**src/rtl/m68k_bus_sequencer.sv**
```systemverilog
// m68k_bus_sequencer: per-cycle bus controller for 68000 glue logic.
// It decodes ROM/RAM/device space, inserts per-region wait states, sequences
// FT245 strobes, answers IACK with an autovector and raises bus error on timeout.
// A single-step mode holds each acknowledge until a step-button edge.
//
// Ports:
//   i_clk, i_reset            clock, async active-high reset
//   i_addr[7:0]               CPU address bits [19:12]
//   i_as_n, i_ds_n, i_rw      address strobe, data strobe, read/write
//   i_fc0, i_fc1              function code (both high = interrupt acknowledge)
//   i_txe_n, i_rdf_n          FT245 transmit-empty / receive-full flags
//   i_step_mode, i_step_btn   single-step enable, async step button
//   o_dtack_n, o_vpa_n        acknowledge / autovector
//   o_berr_n                  bus error
//   o_rd_n, o_wr              FT245 read / write strobes
//   o_ceram_n, o_cerom_n      chip enables
//   o_busy                    sequencer not idle
module m68k_bus_sequencer #(
   parameter int unsigned ROM_WS   = 2,
   parameter int unsigned RAM_WS   = 0,
   parameter int unsigned FT_PULSE = 3,
   parameter int unsigned TIMEOUT  = 64,
   parameter int unsigned CNT_W    = 8
) (
   input  logic       i_clk,
   input  logic       i_reset,
   input  logic [7:0] i_addr,
   input  logic       i_as_n,
   input  logic       i_ds_n,
   input  logic       i_rw,
   input  logic       i_fc0,
   input  logic       i_fc1,
   input  logic       i_txe_n,
   input  logic       i_rdf_n,
   input  logic       i_step_mode,
   input  logic       i_step_btn,
   output logic       o_dtack_n,
   output logic       o_vpa_n,
   output logic       o_berr_n,
   output logic       o_rd_n,
   output logic       o_wr,
   output logic       o_ceram_n,
   output logic       o_cerom_n,
   output logic       o_busy
);

   typedef enum logic [2:0] {
      StIdle, StWait, StFtWait, StFtStrobe, StStep, StAck, StBerr, StHold
   } state_e;

   typedef enum logic [2:0] {
      RgnRom, RgnRam, RgnIack, RgnSin, RgnSout, RgnReg
   } rgn_e;

   // Counters load N-1 so that the exit test is a compare against zero.
   localparam logic [CNT_W-1:0] RomLd   = CNT_W'(ROM_WS - 1);
   localparam logic [CNT_W-1:0] RamLd   = CNT_W'(RAM_WS - 1);
   localparam logic [CNT_W-1:0] FtLd    = CNT_W'(FT_PULSE - 1);
   localparam logic [CNT_W-1:0] TmoLast = CNT_W'(TIMEOUT - 1);
   localparam logic [CNT_W-1:0] One     = CNT_W'(1);

   state_e           r_state;
   rgn_e             r_rgn;
   logic [CNT_W-1:0] r_cnt;
   logic [CNT_W-1:0] r_tmo;
   logic             r_dtack_n, r_vpa_n, r_berr_n, r_rd_n, r_wr, r_ceram_n, r_cerom_n;
   logic             r_btn_s1, r_btn_s2, r_btn_s3;

   rgn_e   w_rgn;
   state_e w_after;
   logic   w_ft_ready;
   logic   w_tmo_hit;
   logic   w_step_edge;
   logic   w_unused;

   // Address bit 12 and rw do not affect sequencing.
   assign w_unused = ^{i_addr[0], i_rw};

   always_comb begin
      w_rgn = RgnRom;
      if (i_fc0 && i_fc1) begin
         w_rgn = RgnIack;
      end else if (i_addr[7:3] == 5'b01111) begin
         case (i_addr[2:1])
            2'b00:   w_rgn = RgnSin;
            2'b01:   w_rgn = RgnSout;
            default: w_rgn = RgnReg;
         endcase
      end else if (i_addr[7]) begin
         w_rgn = RgnRam;
      end
   end

   assign w_after     = i_step_mode ? StStep : StAck;
   assign w_ft_ready  = (r_rgn == RgnSin) ? !i_rdf_n : (!i_txe_n && !i_ds_n);
   assign w_tmo_hit   = (r_tmo == TmoLast);
   assign w_step_edge = r_btn_s2 && !r_btn_s3;

   // Step button: 2-flop synchroniser plus one flop for edge detection.
   always_ff @(posedge i_clk or posedge i_reset) begin
      if (i_reset) begin
         r_btn_s1 <= 1'b0;
         r_btn_s2 <= 1'b0;
         r_btn_s3 <= 1'b0;
      end else begin
         r_btn_s1 <= i_step_btn;
         r_btn_s2 <= r_btn_s1;
         r_btn_s3 <= r_btn_s2;
      end
   end

   always_ff @(posedge i_clk or posedge i_reset) begin
      if (i_reset) begin
         r_state   <= StIdle;
         r_rgn     <= RgnRom;
         r_cnt     <= '0;
         r_tmo     <= '0;
         r_dtack_n <= 1'b1;
         r_vpa_n   <= 1'b1;
         r_berr_n  <= 1'b1;
         r_rd_n    <= 1'b1;
         r_wr      <= 1'b0;
         r_ceram_n <= 1'b1;
         r_cerom_n <= 1'b1;
      end else if (r_state != StIdle && i_as_n) begin
         // Normal end of HOLD/BERR or an abort: release everything on this edge.
         r_state   <= StIdle;
         r_dtack_n <= 1'b1;
         r_vpa_n   <= 1'b1;
         r_berr_n  <= 1'b1;
         r_rd_n    <= 1'b1;
         r_wr      <= 1'b0;
         r_ceram_n <= 1'b1;
         r_cerom_n <= 1'b1;
      end else begin
         if (r_state != StIdle && r_state != StBerr) begin
            r_ceram_n <= (r_rgn != RgnRam);
            r_cerom_n <= (r_rgn != RgnRom);
         end
         case (r_state)
            StIdle: begin
               if (!i_as_n) begin
                  r_rgn <= w_rgn;
                  r_tmo <= '0;
                  case (w_rgn)
                     RgnRam: begin
                        if (RAM_WS == 0) begin
                           r_state <= w_after;
                        end else begin
                           r_state <= StWait;
                           r_cnt   <= RamLd;
                        end
                     end
                     RgnRom: begin
                        if (ROM_WS == 0) begin
                           r_state <= w_after;
                        end else begin
                           r_state <= StWait;
                           r_cnt   <= RomLd;
                        end
                     end
                     RgnSin, RgnSout: r_state <= StFtWait;
                     default:         r_state <= StAck;
                  endcase
               end
            end
            StWait: begin
               r_tmo <= r_tmo + One;
               // Ready is tested first so it wins over a coincident timeout.
               if (r_cnt == '0) begin
                  r_state <= w_after;
               end else if (w_tmo_hit) begin
                  r_state   <= StBerr;
                  r_berr_n  <= 1'b0;
                  r_ceram_n <= 1'b1;
                  r_cerom_n <= 1'b1;
               end else begin
                  r_cnt <= r_cnt - One;
               end
            end
            StFtWait: begin
               r_tmo <= r_tmo + One;
               if (w_ft_ready) begin
                  r_state <= StFtStrobe;
                  r_cnt   <= FtLd;
               end else if (w_tmo_hit) begin
                  r_state  <= StBerr;
                  r_berr_n <= 1'b0;
               end
            end
            StFtStrobe: begin
               r_tmo  <= r_tmo + One;
               r_rd_n <= (r_rgn != RgnSin);
               r_wr   <= (r_rgn == RgnSout);
               if (r_cnt == '0) begin
                  r_state <= w_after;
               end else if (w_tmo_hit) begin
                  r_state  <= StBerr;
                  r_berr_n <= 1'b0;
                  r_rd_n   <= 1'b1;
                  r_wr     <= 1'b0;
               end else begin
                  r_cnt <= r_cnt - One;
               end
            end
            StStep: begin
               if (w_step_edge) begin
                  r_state <= StAck;
               end
            end
            StAck: begin
               if (r_rgn == RgnIack) begin
                  r_vpa_n <= 1'b0;
               end else begin
                  r_dtack_n <= 1'b0;
               end
               // Write strobe ends with the acknowledge; read strobe is held
               // through HOLD so the FIFO keeps driving data.
               r_wr    <= 1'b0;
               r_state <= StHold;
            end
            StHold, StBerr: begin
               r_state <= r_state;
            end
            default: r_state <= StIdle;
         endcase
      end
   end

   assign o_dtack_n = r_dtack_n;
   assign o_vpa_n   = r_vpa_n;
   assign o_berr_n  = r_berr_n;
   assign o_rd_n    = r_rd_n;
   assign o_wr      = r_wr;
   assign o_ceram_n = r_ceram_n;
   assign o_cerom_n = r_cerom_n;
   assign o_busy    = (r_state != StIdle);

endmodule

```
**config.mk**
```make
export PLATFORM = sky130hd
export DESIGN_NAME = m68k_bus_sequencer
export DESIGN_NICKNAME = d
export VERILOG_FILES = /design/src/rtl/m68k_bus_sequencer.sv
export SDC_FILE = /design/constraint.sdc
export NUM_CORES = 1
export LEC_CHECK = 0
export CORE_ASPECT_RATIO = 0.9
export CORE_MARGIN = 2
export CORE_UTILIZATION = 41
export CTS_BUF_LIST = sky130_fd_sc_hd__clkbuf_16
export DETAILED_ROUTE_END_ITERATION = 10
export HOLD_SLACK_MARGIN = 0.1
export PLACE_DENSITY = 0.66
export SLEW_MARGIN = 20
export SYNTH_ARGS = -nofsm -noshare
export SYNTH_HDL_FRONTEND = slang
export SYNTH_SLANG_ARGS = --single-unit
```
**constraint.sdc**
```tcl
create_clock -name i_clk -period 3 [get_ports i_clk]
set_clock_uncertainty 0.2 [all_clocks]
set_input_delay 0.75 -clock i_clk [delete_from_list [all_inputs] [get_ports i_clk]]
set_output_delay 0.75 -clock i_clk [all_outputs]
set_load 0.01 [all_outputs]
```
# Yosys cells after proc, flatten, opt, wreduce, memory -nomap -nowiden
# Cells that the tools add are included.
[op_classes]
n_addsub = 2
eq_ne = 30
n_mux = 51
n_bitwise = 2
n_reduce_logical = 33
[ops]
columns = ["op", "count"]
rows = [
  ["two-way mux 8 bit", 6],
  ["two-way mux 1 bit", 30],
  ["two-way mux 3 bit", 8],
  ["one-hot mux 8 bit (3 select lines)", 1],
  ["== test 3 bit (second input constant)", 6],
  ["one-hot mux 8 bit (2 select lines)", 1],
  ["== test 3 x 2 -> 1 bit (second input constant)", 5],
  ["inequality test 3 bit (second input constant)", 5],
  ["one-hot mux 3 bit (5 select lines)", 1],
  ["nonzero test 3 bit", 5],
  ["inequality test 2 bit (second input constant)", 6],
  ["AND reduction 3 bit", 4],
  ["one-hot mux 3 bit (3 select lines)", 1],
  ["adder 8 x 1 -> 8 bit (second input constant)", 1],
  ["== test 8 x 6 -> 1 bit (second input constant)", 1],
  ["zero test 8 bit", 1],
  ["nonzero test 2 bit", 4],
  ["subtractor 8 x 1 -> 8 bit (second input constant)", 1],
  ["AND reduction 7 bit", 1],
  ["== test 3 x 1 -> 1 bit (second input constant)", 2],
  ["zero test 3 bit", 2],
  ["one-hot mux 3 bit (2 select lines)", 1],
  ["OR reduction 2 bit", 3],
  ["== test 5 x 4 -> 1 bit (second input constant)", 1],
  ["11 further kinds", 21],
]
[totals]
reg_bits = 32
inputBits = 19
output_inout_bits = 8
elab_cells = 132

# Depth between registers and ports, before layout
# Gate-level depths: netlist (run 1).
[depth]
word_depth = 10
mapped_depth = 8
ltp_nobuf = 7

# Least setup slack after synthesis (run 1)
# No wires, ideal clock.
[synth_path]
kind = "in2reg"
start = "input port i_as_n"
end = "register r_cnt[1]"
setup_ns = 0.127
arrival_ns = 2.230
required_ns = 2.673
slack_ns = 0.443
cell_stages = 7
path_buffers = 3
path_cell_list = "clkbuf_1 -> or2_2 -> clkbuf_1 -> or3_1 -> buf_6 -> nor2_4 -> mux2_1"
[synth_between]
elab_chain_cells = 3
elab_cells_between_ends = 4
classes_between = "1 x eq/ne; 1 x bitwise; 2 x reduce/logical"
[synth_rtl]
columns = ["element", "line", "rtl"]
rows = [
  ["from (decl)", "28", "input logic i_as_n,"],
  ["branches (longest 2 deep; another with inequality test 2 bit)", "-", ""],
  ["AND reduction 7 bit (no source line) *", "-", ""],
  ["to (signal assigned)", "151", "r_cnt <= RamLd;"],
  ["to (signal assigned)", "159", "r_cnt <= RomLd;"],
  ["to (signal assigned)", "178", "r_cnt <= r_cnt - One;"],
  ["to (decl)", "64", "logic [CNT_W-1:0] r_cnt;"],
]
# Mark *: on every way between the ends.
# A chain may end at the register's enable or synchronous reset.

# Worst setup path in the final report (run 1)
[layout_path]
start = "input port i_ds_n"
end = "register r_cnt[1]"
[layout_between]
elab_chain_cells = 5
[layout_rtl]
columns = ["element", "line", "rtl"]
rows = [
  ["from (decl)", "29", "input logic i_ds_n,"],
  ["zero test 1 bit", "95", "assign w_ft_ready = (r_rgn == RgnSin) ? !i_rdf_n : (!i_txe_n && !i_ds_n);"],
  ["logical AND 1 bit", "95", ""],
  ["two-way mux 1 bit", "95", ""],
  ["inequality test 2 bit (no source line)", "-", ""],
  ["AND reduction 7 bit (no source line)", "-", ""],
]
# No other way between the ends.

==> metrics.txt, run 1 <==
run status finished clean; initial core utilization 42.3%; Least-Margin Pin Slew 551 ps; total of max-cap violations 0; Placer Congestion 0.806; Worst-path clk slew 50 ps; final setup vio count 0; number of flops mapped to enable cells by yosys 0; Post-synth ARST share 100%; metal3 WL 198 um; setup tns final 0 ps; Die Y 68.2 um; power per standard cell area 908 nW/um2; mux contribution to synthesized area 2.20%; mapped cell area 1880 um2; Core ar. 4430 um2; minimum clock period 2630 ps; Detailed Place HPWL 3020 um; startpoint types primary input; CP Capture Type register; cts-stage hold buffer count 0; synthesized flop and latch total 32; wl on met1 2170 um; die width 75.3 um; Top Layer Used met4; cts bufs inserted 5; initial antenna violation count 0; met2 wire length 1950 um; Worst-Skew Late Latency 280 ps; layout cells sized above 1 11.8%; Critical Path RT 2960 ps; First-pass DRT Iterations 4; Internal 1.35 mW; largest family of logic cells by synthesized area simple AND/OR/NAND/NOR gates; kind of critical path in -> reg; combinational share of power 41.6%; Initial DRC Count 160; GRT Residual Overflow 0; total die area 5140 um2; Num Clock Sinks 32; placed insts 299; final-layout fill cell count 409; largest net degree at the start of global routing 33; Distinct cells, synth 47; DR vias/cell 5.55; sequential share of power 32.0%; xor-xnor portion of the synthesized cell area 1.40%; critical path arrival 2590 ps; Sw Pwr 0.810 mW; CTS tree built; Final Slew Violations 0; PortBufs 24; # H-tree levels 2; final hold vios 0; I/O pin cnt 27; worst-path fanout max 9; diode count 0; FP Rows 23; Layout Nets 265; Max-slew headroom 63.2%; Clk pwr share 26.3%; Final WS setup 368 ps; Max clock buf depth 2; WL per Instance 14.3 um; synth warn 0; final wirelength 4400 um; DR vias 1705; Non-Filler Instances 307; top_reg_cell synth dfrtp_1; clock root cell clkbuf_16; register area share after synthesis 43.1%; Fmax 380 MHz; vias in the first global route 1675; P&R area growth vs syn 26.5%; worst slack, placed 65.7 ps; first-pass GRT wire length 7670 um; sw frac 37.5%; Post-Syn Instances 216; commonest non-fill, non-tap cell in the layout dfrtp_1; post-CTS setup buffer count 0; syn_nets 237; Simple-Gate Fraction of Synth Area 25.1%; leakage 0.992 nW; Antenna Violating Nets Remaining 0; Global Route Usage Sum 20.1%; complex-gate fraction of the synthesized area 22.3%; DRC viols 0; Avg Inst Size Synth 8.69 um2; Post-Synth Adder-Cell Area 1.33%; VDD IR max 0.523 mV; Worst Hold Class reg -> reg; commonest cells after routing, fill and taps aside dfrtp_1, clkdlybuf4s50_1, nor2_1; RSZ-0062 raised after global routing false; final period utilization 87.7%; cts repair resizes 0
-- worst max-delay path, cell delays in order --
cell and delay [ps]:
clkdlybuf4s50_1 420, o311a_1 390, or3_1 530, nor2_4 170
mux2_1 320
-- cell type report --
| class | instances | area, um2 | area share (%) |
|---|---|---|---|
| clock buffers | 5 | 125 | 5.27 |
| clock inverters | 3 | 37.5 | 1.58 |
| inverters | 8 | 30.0 | 1.26 |
| multi-input cells | 163 | 981 | 41.3 |
| flip-flops and latches | 32 | 808 | 34.0 |
| well taps | 62 | 77.6 | 3.27 |
| repair buffers | 34 | 315 | 13.3 |
-- synth_stat cells, types with 2 or more instances --
master    instances  share of area [%]
dfrtp_1          26                 35
nor2_1           21                4.2
o21ai_0          19                5.1
a21oi_1          17                4.5
nand2_1          17                3.4
clkbuf_1         11                2.2
nand3_1           9                2.4
inv_1             8                1.6
a31oi_1           7                2.3
nor2b_1           7                2.3
nor3_1            7                1.9
dfstp_2           6                8.4
nand4_1           4                1.3
o211ai_1          4                1.6
or3_1             4                1.3
mux2i_1           3                1.6
nand2b_1          3                1.0
nor4_1            3                1.0
o22a_1            3                1.4
or2_2             3                1.0
a21o_1            2               0.80
a41oi_1           2               0.93
and2_1            2               0.67
ha_1              2                1.3
nor3b_1           2               0.80
o311ai_0          2               0.93
xor2_1            2               0.93
-- power by group through the flow --
stage / clock [mW] / sequential (mW) / combinational, mW
floorplan: 0 / 0.687 / 0.629
global placement: 0 / 0.694 / 0.891
detailed placement: 0 / 0.695 / 0.894
CTS: 0.582 / 0.690 / 0.899
global route: 0.600 / 0.713 / 1.01
finish: 0.568 / 0.691 / 0.898
-- state kept, by name (all words and copies together) (netlist names) --
name and flops:
o_wr 1, r_btn_s3 1, r_btn_s1 1, o_rd_n 1
r_tmo 8, r_state 3, o_vpa_n 1, r_cnt 8
o_dtack_n 1, r_btn_s2 1, o_cerom_n 1, o_berr_n 1
r_rgn 3, o_ceram_n 1
-- cell families after synthesis --
group	Yosys count
mux	4
flops	32
simple gates	89
fa+ha+maj	2
compound gates	65
xor+xnor	3
buf+inv	21
-- final timing paths --
kind | startpoint | to | slack (ps) | cells past startpoint
hold reg to reg | r_btn_s1 | r_btn_s2 | 160 | 0
hold / removal | r_btn_s1 | r_btn_s2 | 160 | 0
setup reg to reg | r_cnt[0] | r_cnt[1] | 580 | 7
max in group asynchronous | i_reset | o_dtack_n | 1610 | 3
setup / recovery | i_ds_n | r_cnt[1] | 370 | 5
min in group asynchronous | i_reset | r_tmo[7] | 670 | 3
-- metal layers --
| layer | vias to the layer above | GRT usage [%] |
|---|---|---|
| met5 | - | 0 |
| met4 | 0 | 8.77 |
| met3 | 7 | 5.01 |
| met2 | 44 | 29.2 |
| met1 | 810 | 28.4 |
| li1 | 844 | - |
-- per-stage QoR --
step | total power [mW] | area (um2) | hold slack, ps | util [%]
detailed placement | 1.59 | 2210 | 137 | 49.9
finish | 2.16 | 2370 | 158 | 53.6
global route | 2.33 | 2370 | 172 | 53.6
floorplan | 1.32 | 1880 | 131 | -
CTS | 2.17 | 2370 | 160 | 53.6
global placement | 1.59 | 2210 | 135 | 49.9
(Power assumes the default switching activity.)
==> inputs of run 2 (changes only) <==
--- a/config.mk
+++ b/config.mk
@@ -6,7 +6,7 @@
 export NUM_CORES = 1
 export LEC_CHECK = 0
 export CORE_ASPECT_RATIO = 0.9
-export CORE_MARGIN = 2
+export CORE_MARGIN = 5
 export CORE_UTILIZATION = 41
 export CTS_BUF_LIST = sky130_fd_sc_hd__clkbuf_16
 export DETAILED_ROUTE_END_ITERATION = 10
==> constraint.sdc (replaced) <==
create_clock -name i_clk -period 2.9 [get_ports i_clk]
set_clock_uncertainty 0.2 [all_clocks]
set_input_delay 0.725 -clock i_clk [delete_from_list [all_inputs] [get_ports i_clk]]
set_output_delay 0.725 -clock i_clk [all_outputs]
set_load 0.01 [all_outputs]
==> run 2 against run 1 <==
Setup slack worse by 35 ps. First-iteration DRC count is 28% lower. Cell area is 0.47% lower. Via count is 0.70% higher. Largest cell class unchanged.
==> metrics.txt, run 2 (synthesized netlist as in run 1, its figures left out) <==
Detailed Place HPWL 3170 um; Worst R2R End r_cnt[1]; Fmax 389 MHz; hold path cells 0; cts bufs inserted 5; CTS tree built; power per standard cell area 907 nW/um2; die width 81.3 um; Core ar. 4430 um2; placed cell area 2230 um2; clock root cell clkbuf_16; minimum clock period 2570 ps; total die area 6030 um2; Least-Margin Pin Slew 543 ps; DR vias 1717; vias in the first global route 1658; diode count 0; setup tns final 0 ps; layout cells sized above 1 12.1%; worst slack, placed 51.1 ps; Antenna Violating Nets Remaining 0; Global Route Usage Sum 16.8%; First-pass DRT Iterations 4; Layout Nets 267; CP Capture Type register; Final Slew Violations 0; Top Registers r_cnt x8, r_tmo x8; fin area 2360 um2; I/O pin cnt 27; Max-slew headroom 63.7%; Power Total 2.14 mW; largest net degree at the start of global routing 33; Die Y 74.2 um; Final WS setup 332 ps; DR vias/cell 5.56; DRC viols 0; cts repair resizes 0; reg2reg path depth 5; post-CTS setup buffer count 0; final period utilization 88.5%; startpoint of the worst hold path r_btn_s1; Worst-path clk slew 50 ps; worst-path fanout max 8; final wirelength 4450 um; startpoint types primary input; R2R setup slack 590 ps; # H-tree levels 2; Placer Congestion 0.814; WL per Instance 14.4 um; kind of critical path in -> reg; critical path arrival 2530 ps; final hold vios 0; first-pass GRT wire length 7830 um; post-route core utilization 53.3%; commonest non-fill, non-tap cell in the layout dfrtp_1; Num Clock Sinks 32; GRT Residual Overflow 0; initial antenna violation count 0; cts-stage hold buffer count 0; PortBufs 24; RSZ-0062 raised after global routing false; Max clock buf depth 2; total of max-cap violations 0; run status finished clean; leakage 0.992 nW; sink of the worst hold path r_btn_s2; Worst-Skew Late Latency 270 ps; final setup vio count 0; initial core utilization 42.3%; R2R Path Start r_rgn[0]; VDD IR max 0.500 mV; FP Rows 23; Worst Hold Class reg -> reg; commonest cells after routing, fill and taps aside dfrtp_1, clkdlybuf4s50_1, nor2_1; Initial DRC Count 116; Critical Path RT 2860 ps; P&R area growth vs syn 25.9%
[run 2: cell types whose count changed in the layout (fill, tap and decap cells not counted), sizes merged]
cell / before / now
inv: 8 / 9
bufinv: 1 / 0
buf: 10 / 12
[run 2: critical path: stages]
cell             delay, ps
clkdlybuf4s50_1        420
o311a_1                380
or3_1                  510
nor2_4                 170
mux2_1                 320
[run 2: per-layer routing]
| layer | global-route usage [%] | routed length [um] | vias up |
|---|---|---|---|
| met5 | 0 | 0 | - |
| met2 | 25.5 | 1990 | 53 |
| met3 | 4.48 | 278 | 6 |
| li1 | - | - | 847 |
| met1 | 23.0 | 2120 | 811 |
| met4 | 6.00 | 53 | 0 |
[run 2: worst max path at each step]
| stage | from | endpoint | slack (ps) | cells after the start |
|---|---|---|---|---|
| floorplan | i_as_n | r_cnt[1] | 370 | 7 |
| global placement | i_ds_n | r_cnt[1] | 60 | 5 |
| detailed placement | i_ds_n | r_cnt[1] | 50 | 5 |
| CTS | i_ds_n | r_cnt[1] | 340 | 5 |
| global route | i_ds_n | r_cnt[1] | 290 | 5 |
| finish | i_ds_n | r_cnt[1] | 330 | 5 |
[run 2: stage by stage]
step                      hold slack [ps]  instances
after floorplan                       131        216
final                                 156        309
after global placement                135        301
after detailed placement              145        301
after global routing                  174        309
after CTS                             157        309
[run 2: layout make-up]
class                      count  area, um2
inverter                       8       30.0
multi-input combinational    163        981
timing repair buffer          36        330
tap                           62       77.6
fill                         421       2070
clock buffer                   5        125
clock inverter                 3       11.3
sequential                    32        808
[run 2: where the power goes]
group | switching, mW | internal [mW]
Sequential | 0.137 | 0.586
Combinational | 0.514 | 0.423
Clock | 0.175 | 0.308
==> inputs of run 3 (changes only) <==
--- a/config.mk
+++ b/config.mk
@@ -9,6 +9,7 @@
 export CORE_MARGIN = 5
 export CORE_UTILIZATION = 41
 export CTS_BUF_LIST = sky130_fd_sc_hd__clkbuf_16
+export CTS_CLUSTER_SIZE = 20
 export DETAILED_ROUTE_END_ITERATION = 10
 export HOLD_SLACK_MARGIN = 0.1
 export PLACE_DENSITY = 0.66
==> constraint.sdc (replaced) <==
create_clock -name i_clk -period 2.7 [get_ports i_clk]
set_clock_uncertainty 0.2 [all_clocks]
set_input_delay 0.81 -clock i_clk [delete_from_list [all_inputs] [get_ports i_clk]]
set_output_delay 0.81 -clock i_clk [all_outputs]
set_load 0.01 [all_outputs]
==> run 3 against run 2 <==
Final cell count rose by 0.32%. Worst hold slack got worse by 4.8 ps. Critical path depth fell by 3. Clock power rose by 9.3%. Highest routed layer unchanged. Core utilization rose by 0.28 points. Global-route usage rose by 0.41 points. Power rose by 9.4%. Via count rose by 0.35%. Setup slack got worse by 220 ps. Die area did not move. Cell area rose by 0.53%.
==> metrics.txt, run 3 (synthesized netlist as in run 1, its figures left out) <==
total of max-cap violations 0; startpoint types register; Layout Nets 268; cts bufs inserted 5; DR vias 1723; Die Y 74.2 um; CP Capture Type output pin; Global Route Usage Sum 17.2%; power per standard cell area 986 nW/um2; VDD IR max 0.443 mV; wl on met1 2220 um; Detailed Place HPWL 3220 um; Fmax 386 MHz; fin area 2380 um2; initial core utilization 42.3%; largest net degree at the start of global routing 33; Core ar. 4430 um2; Least-Margin Pin Slew 615 ps; total die area 6030 um2; post-CTS setup buffer count 0; placed cell area 2230 um2; GRT Residual Overflow 0; FP Rows 23; CP bufs+invs 1; minimum clock period 2590 ps; run status finished clean; Critical Path RT 1690 ps; I/O pin cnt 27; layout cells sized above 1 12.9%; # H-tree levels 2; Power Total 2.34 mW; diode count 0; critical path arrival 1580 ps; Crit path depth 2; Non-Filler Instances 310; final hold vios 0; Final Slew Violations 0; Worst Hold Class reg -> reg; initial antenna violation count 0; met2 wire length 1960 um; post-route core utilization 53.6%; Max-slew headroom 58.9%; metal3 WL 296 um; PortBufs 24; P&R area growth vs syn 26.6%; Max clock buf depth 2; reg2reg path depth 7; hold path cells 0; Worst Setup SP r_state[1]; leakage 1.00 nW; final period utilization 95.9%; DR vias/cell 5.56; CP max-delay cell clkdlybuf4s50_1; startpoint of the worst hold path r_btn_s1; Antenna Violating Nets Remaining 0; cts-stage hold buffer count 0; die width 81.3 um; Initial DRC Count 157; kind of critical path reg -> out; first-pass GRT wire length 7910 um; Top Registers r_cnt x8, r_tmo x8; worst-path fanout max 2; final wirelength 4570 um; final setup vio count 0; CTS tree built; Top Layer Used met4; Worst-path clk slew 50 ps; CP max stage delay 510 ps; R2R Path Start r_cnt[0]; commonest cells after routing, fill and taps aside dfrtp_1, clkdlybuf4s50_1, nor2_1; Placer Congestion 0.814; CP Cell Sequence or3_1, clkdlybuf4s50_1; placed insts 302; final-layout fill cell count 414; DRC viols 0; Num Clock Sinks 32; CP top delay family buffers and inverters; Worst-Skew Late Latency 280 ps; commonest non-fill, non-tap cell in the layout dfrtp_1; cts repair resizes 0; WL per Instance 14.7 um; vias in the first global route 1658; RSZ-0062 raised after global routing false; clock root cell clkbuf_16; First-pass DRT Iterations 5
==> run 3: cell count changes in the layout (fill, tap and decap cells not counted), sizes merged <==
cell | previous run | this run
inv | 9 | 10
buf | 12 | 13
clkinv | 2 | 1
==> run 3: routing by layer <==
layer / GRT usage [%] / vias to the layer above
met5: 0 / -
met4: 7.88 / 0
met3: 3.63 / 9
met2: 25.9 / 54
met1: 23.7 / 812
li1: - / 848
==> run 3: final cells by class <==
| cell class | instances | area, um2 | area share, % |
|---|---|---|---|
| well taps | 62 | 77.6 | 3.26 |
| clock inverters | 3 | 11.3 | 0.474 |
| inverters | 8 | 30.0 | 1.26 |
| flip-flops and latches | 32 | 808 | 34.0 |
| repair buffers | 37 | 338 | 14.2 |
| multi-input cells | 163 | 986 | 41.5 |
| clock buffers | 5 | 125 | 5.27 |
==> run 3: where the power goes <==
group,switching [mW],internal [mW]
clock,0.196,0.331
sequential,0.130,0.630
combinational,0.589,0.468
total,0.915,1.43
==> run 3: worst reg2reg max path, cell delays in order (launching register included) <==
cell     delay, ps
dfrtp_1        410
inv_1          100
ha_1           220
nor4b_2        370
nand2_1        200
a21oi_1        260
nor2_4          50
mux2_1         300
==> run 3: worst paths after layout <==
check                      slack, ps        to
max                              110    o_busy
min                              150  r_btn_s2
max reg2reg                      470  r_cnt[1]
min reg2reg                      150  r_btn_s2
max in group asynchronous       1240   o_vpa_n
min in group asynchronous        730  r_cnt[0]
==> run 3: stage by stage <==
stage	hold WS (ps)	setup slack, ps	setup TNS, ps
2_1_floorplan	131	82.5	0
3_3_place_gp	138	-216	-601
3_5_place_dp	142	-254	-795
4_1_cts	153	50.8	0
5_1_grt	164	67.1	0
6_report	151	111	0
==> RTL edit 1, RTL diff (settings of run 3) <==
Add an input register stage for `i_step_mode` and `i_step_btn`, without a reset; this delays them by one clock. The other inputs are not delayed to match.
--- a/src/rtl/m68k_bus_sequencer.sv
+++ b/src/rtl/m68k_bus_sequencer.sv
@@ -60,4 +60,12 @@
    localparam logic [CNT_W-1:0] One     = CNT_W'(1);
 
+   logic i_step_mode_q;
+   logic i_step_btn_q;
+
+   always_ff @(posedge i_clk) begin
+      i_step_mode_q <= i_step_mode;
+      i_step_btn_q  <= i_step_btn;
+   end
+
    state_e           r_state;
    rgn_e             r_rgn;
@@ -92,5 +100,5 @@
    end
 
-   assign w_after     = i_step_mode ? StStep : StAck;
+   assign w_after     = i_step_mode_q ? StStep : StAck;
    assign w_ft_ready  = (r_rgn == RgnSin) ? !i_rdf_n : (!i_txe_n && !i_ds_n);
    assign w_tmo_hit   = (r_tmo == TmoLast);
@@ -104,5 +112,5 @@
          r_btn_s3 <= 1'b0;
       end else begin
-         r_btn_s1 <= i_step_btn;
+         r_btn_s1 <= i_step_btn_q;
          r_btn_s2 <= r_btn_s1;
          r_btn_s3 <= r_btn_s2;
Behaviour: not the same (Yosys sat finds a counterexample within 4 cycles, from zero or initial values and one cycle with i_reset high).
==> RTL edit 1 against run 3 <==
  * Synthesized area is 1.5% lower
  * First-iteration DRC count down 42%
  * Wire length is 0.70% lower
  * Setup slack worse by 20 ps
  * Design area is 3.5% higher
  * Power fell by 1.9%
  * Via count grew 0.81%
  * Sequential cell count rose by 2
  * Critical path type unchanged
  * Largest cell class unchanged
  * Largest power group unchanged
==> RTL edit 1: results (changes against run 3) <==
Cells after DPL -> 303 (+0.33%)
Worst path max stage delay -> 480 ps (-30 ps)
Post-Route WL -> 4.54 mm (-0.70%)
crit path launch -> r_state[0]
Synth Instances -> 204 (-5.6%)
gr usage total -> 17.0% (-0.18 points)
met2 usage -> 25.3% (-0.67 points)
status -> finished, final reports clean
worst slew pin tran -> 576 ps (-39.6 ps)
Async SR Flop Fraction -> 94.1% (-5.9 points)
layout cells sized above 1 -> 17.7% (+4.8 points)
first-pass GRT wire length -> 7.71 mm (-2.5%)
met2 wire length -> 2.07 mm (+5.6%)
post-synth net total -> 226 (-4.6%)
total power -> 2300 uW (-1.9%)
routed wl met3 -> 322 microns (+8.8%)
mux cell area share after synthesis -> 1.08% (-1.1 points)
r2r setup slk -> 430 ps (-40 ps)
Final nets -> 270 (+0.75%)
sequential power share -> 33.7% (+1.3 points)
vias in the first global route -> 1590 (-4.1%)
Worst VDD drop -> 0.000495 V (+12%)
Worst Path Max Fanout -> 4 (+2)
detailed-placement wirelength estimate -> 3.31 mm (+2.9%)
gp weighted congestion -> 0.795 (-2.3%)
## RTL edit 1: layout make-up
cell class | count | area (sq um) | area share [%]
inverters | 7 | 26.3 | 1.07
repair buffers | 46 | 405 | 16.5
flip-flops and latches | 34 | 848 | 34.5
multi-input cells | 154 | 937 | 38.1
clock inverters | 3 | 40.0 | 1.63
well taps | 62 | 77.6 | 3.15
clock buffers | 5 | 125 | 5.09
## RTL edit 1: cell families after synthesis
group / after synthesis
AND/OR/NAND/NOR: 81
AO/OA/AOI/OAI: 66
flip-flops: 34
buffers and inverters: 16
adder cells (fa/ha/maj): 3
XOR/XNOR: 2
multiplexers: 2
## RTL edit 1: worst max path at each step
| stage | endpoint | slack [ps] |
|---|---|---|
| floorplan | r_cnt[4] | 480 |
| global placement | r_state[1] | -30 |
| detailed placement | r_state[1] | -40 |
| CTS | o_busy | 80 |
| global route | o_busy | 50 |
| finish | o_busy | 90 |
==> RTL edit 2, RTL diff (flow settings as in run 3) <==
Made on the original files. Set the parameter `RAM_WS` to 1 (it was 0).
--- a/src/rtl/m68k_bus_sequencer.sv
+++ b/src/rtl/m68k_bus_sequencer.sv
@@ -18,5 +18,5 @@
 module m68k_bus_sequencer #(
    parameter int unsigned ROM_WS   = 2,
-   parameter int unsigned RAM_WS   = 0,
+   parameter int unsigned RAM_WS   = 1,
    parameter int unsigned FT_PULSE = 3,
    parameter int unsigned TIMEOUT  = 64,
Formal check against the unedited RTL: not equivalent (a bounded check fails within 4 cycles, from zero or initial values and one cycle with i_reset high).
==> RTL edit 2 against run 3 <==
  * Sequential cell count did not move
  * Design area decreased by 1.6%
  * Cell count fell by 5.8%
  * Setup slack worse by 5.2 ps
  * Power rose by 1.0%
  * Die area is 2.1% lower
  * Synthesized area fell by 2.4%
  * Wire length shrank 8.3%
  * Critical endpoint unchanged
  * Largest cell class unchanged
  * Highest routed layer unchanged
==> RTL edit 2: results (changes against run 3) <==
first-pass GRT wire length -> 7.27 mm (-8.0%)
Area contributors post-synth -> dfrtp_1 (36%), dfstp_2 (8.6%), nor2_1 (4.1%)
met1 Track Usage GR -> 21.8% (-1.8 points)
first drt pass iteration count -> 4 (-1)
M3 GR Usage -> 4.90% (+1.3 points)
Worst VDD drop -> 0.000492 V (+11%)
Post-Route WL -> 4.19 mm (-8.3%)
synth unique cells -> 52 (+11%)
most frequent cells after synthesis -> dfrtp_1 (26), nor2_1 (20), o21ai_0 (13)
met2 usage -> 23.4% (-2.5 points)
routed wl met3 -> 219 microns (-26%)
sequential-to-total area share from yosys stat -> 44.1% (+1.1 points)
vias in the first global route -> 1540 (-7.1%)
Final nets -> 250 (-6.7%)
internal cell power -> 1470 uW (+3.2%)
Worst Path Max Fanout -> 6 (+4)
met2 wire length -> 1.82 mm (-7.3%)
Leakage Power -> 0.000960 uW (-4.1%)
detailed-placement wirelength estimate -> 3.05 mm (-5.2%)
layout cells sized above 1 -> 15.2% (+2.3 points)
status -> finished, final reports clean
Clock Power Share -> 21.8% (-0.7 points)
DP Worst Slack -> -52.0 ps (+202 ps)
gp weighted congestion -> 0.801 (-1.6%)
post-synth net total -> 219 (-7.6%)
Synth Instances -> 198 (-8.3%)
total sequential power -> 762 uW (about the same)
reg2reg end -> r_state[0]
initial DRC count -> 122 (-22%)
crit path launch -> r_state[0]
clock period minus worst slack -> 2590 ps (+5.17 ps)
r2r setup slk -> 310 ps (-160 ps)
-- RTL edit 2: final cells by class --
| type | count | area, sq um |
|---|---|---|
| fill | 412 | 2060 |
| timing repair buffer | 35 | 335 |
| inverter | 7 | 26.3 |
| tap | 62 | 77.6 |
| clock inverter | 3 | 11.3 |
| sequential | 32 | 808 |
| multi-input combinational | 148 | 955 |
| clock buffer | 5 | 125 |
-- RTL edit 2: logic make-up after synthesis --
logic type | after synthesis | synth area share, %
simple gates | 76 | 21.8
compound gates | 60 | 23.2
flops | 32 | 44.1
buf+inv | 18 | 4.03
xor+xnor | 6 | 2.87
mux | 4 | 2.60
fa+ha+maj | 2 | 1.37
-- RTL edit 2: critical path: cells and delay by family, from the launching register on --
kind / cells / cell delay (ps)
AND/OR/NAND/NOR: 1 / 440
buffers and inverters: 1 / 500
flip-flops: 1 / 370
-- RTL edit 2: repair_timing --
action,4_1_cts,5_1_grt
buffers inserted,0,0
endpoints found under the setup margin,1,0
hold buffers,0,0
gates resized for setup,1,0
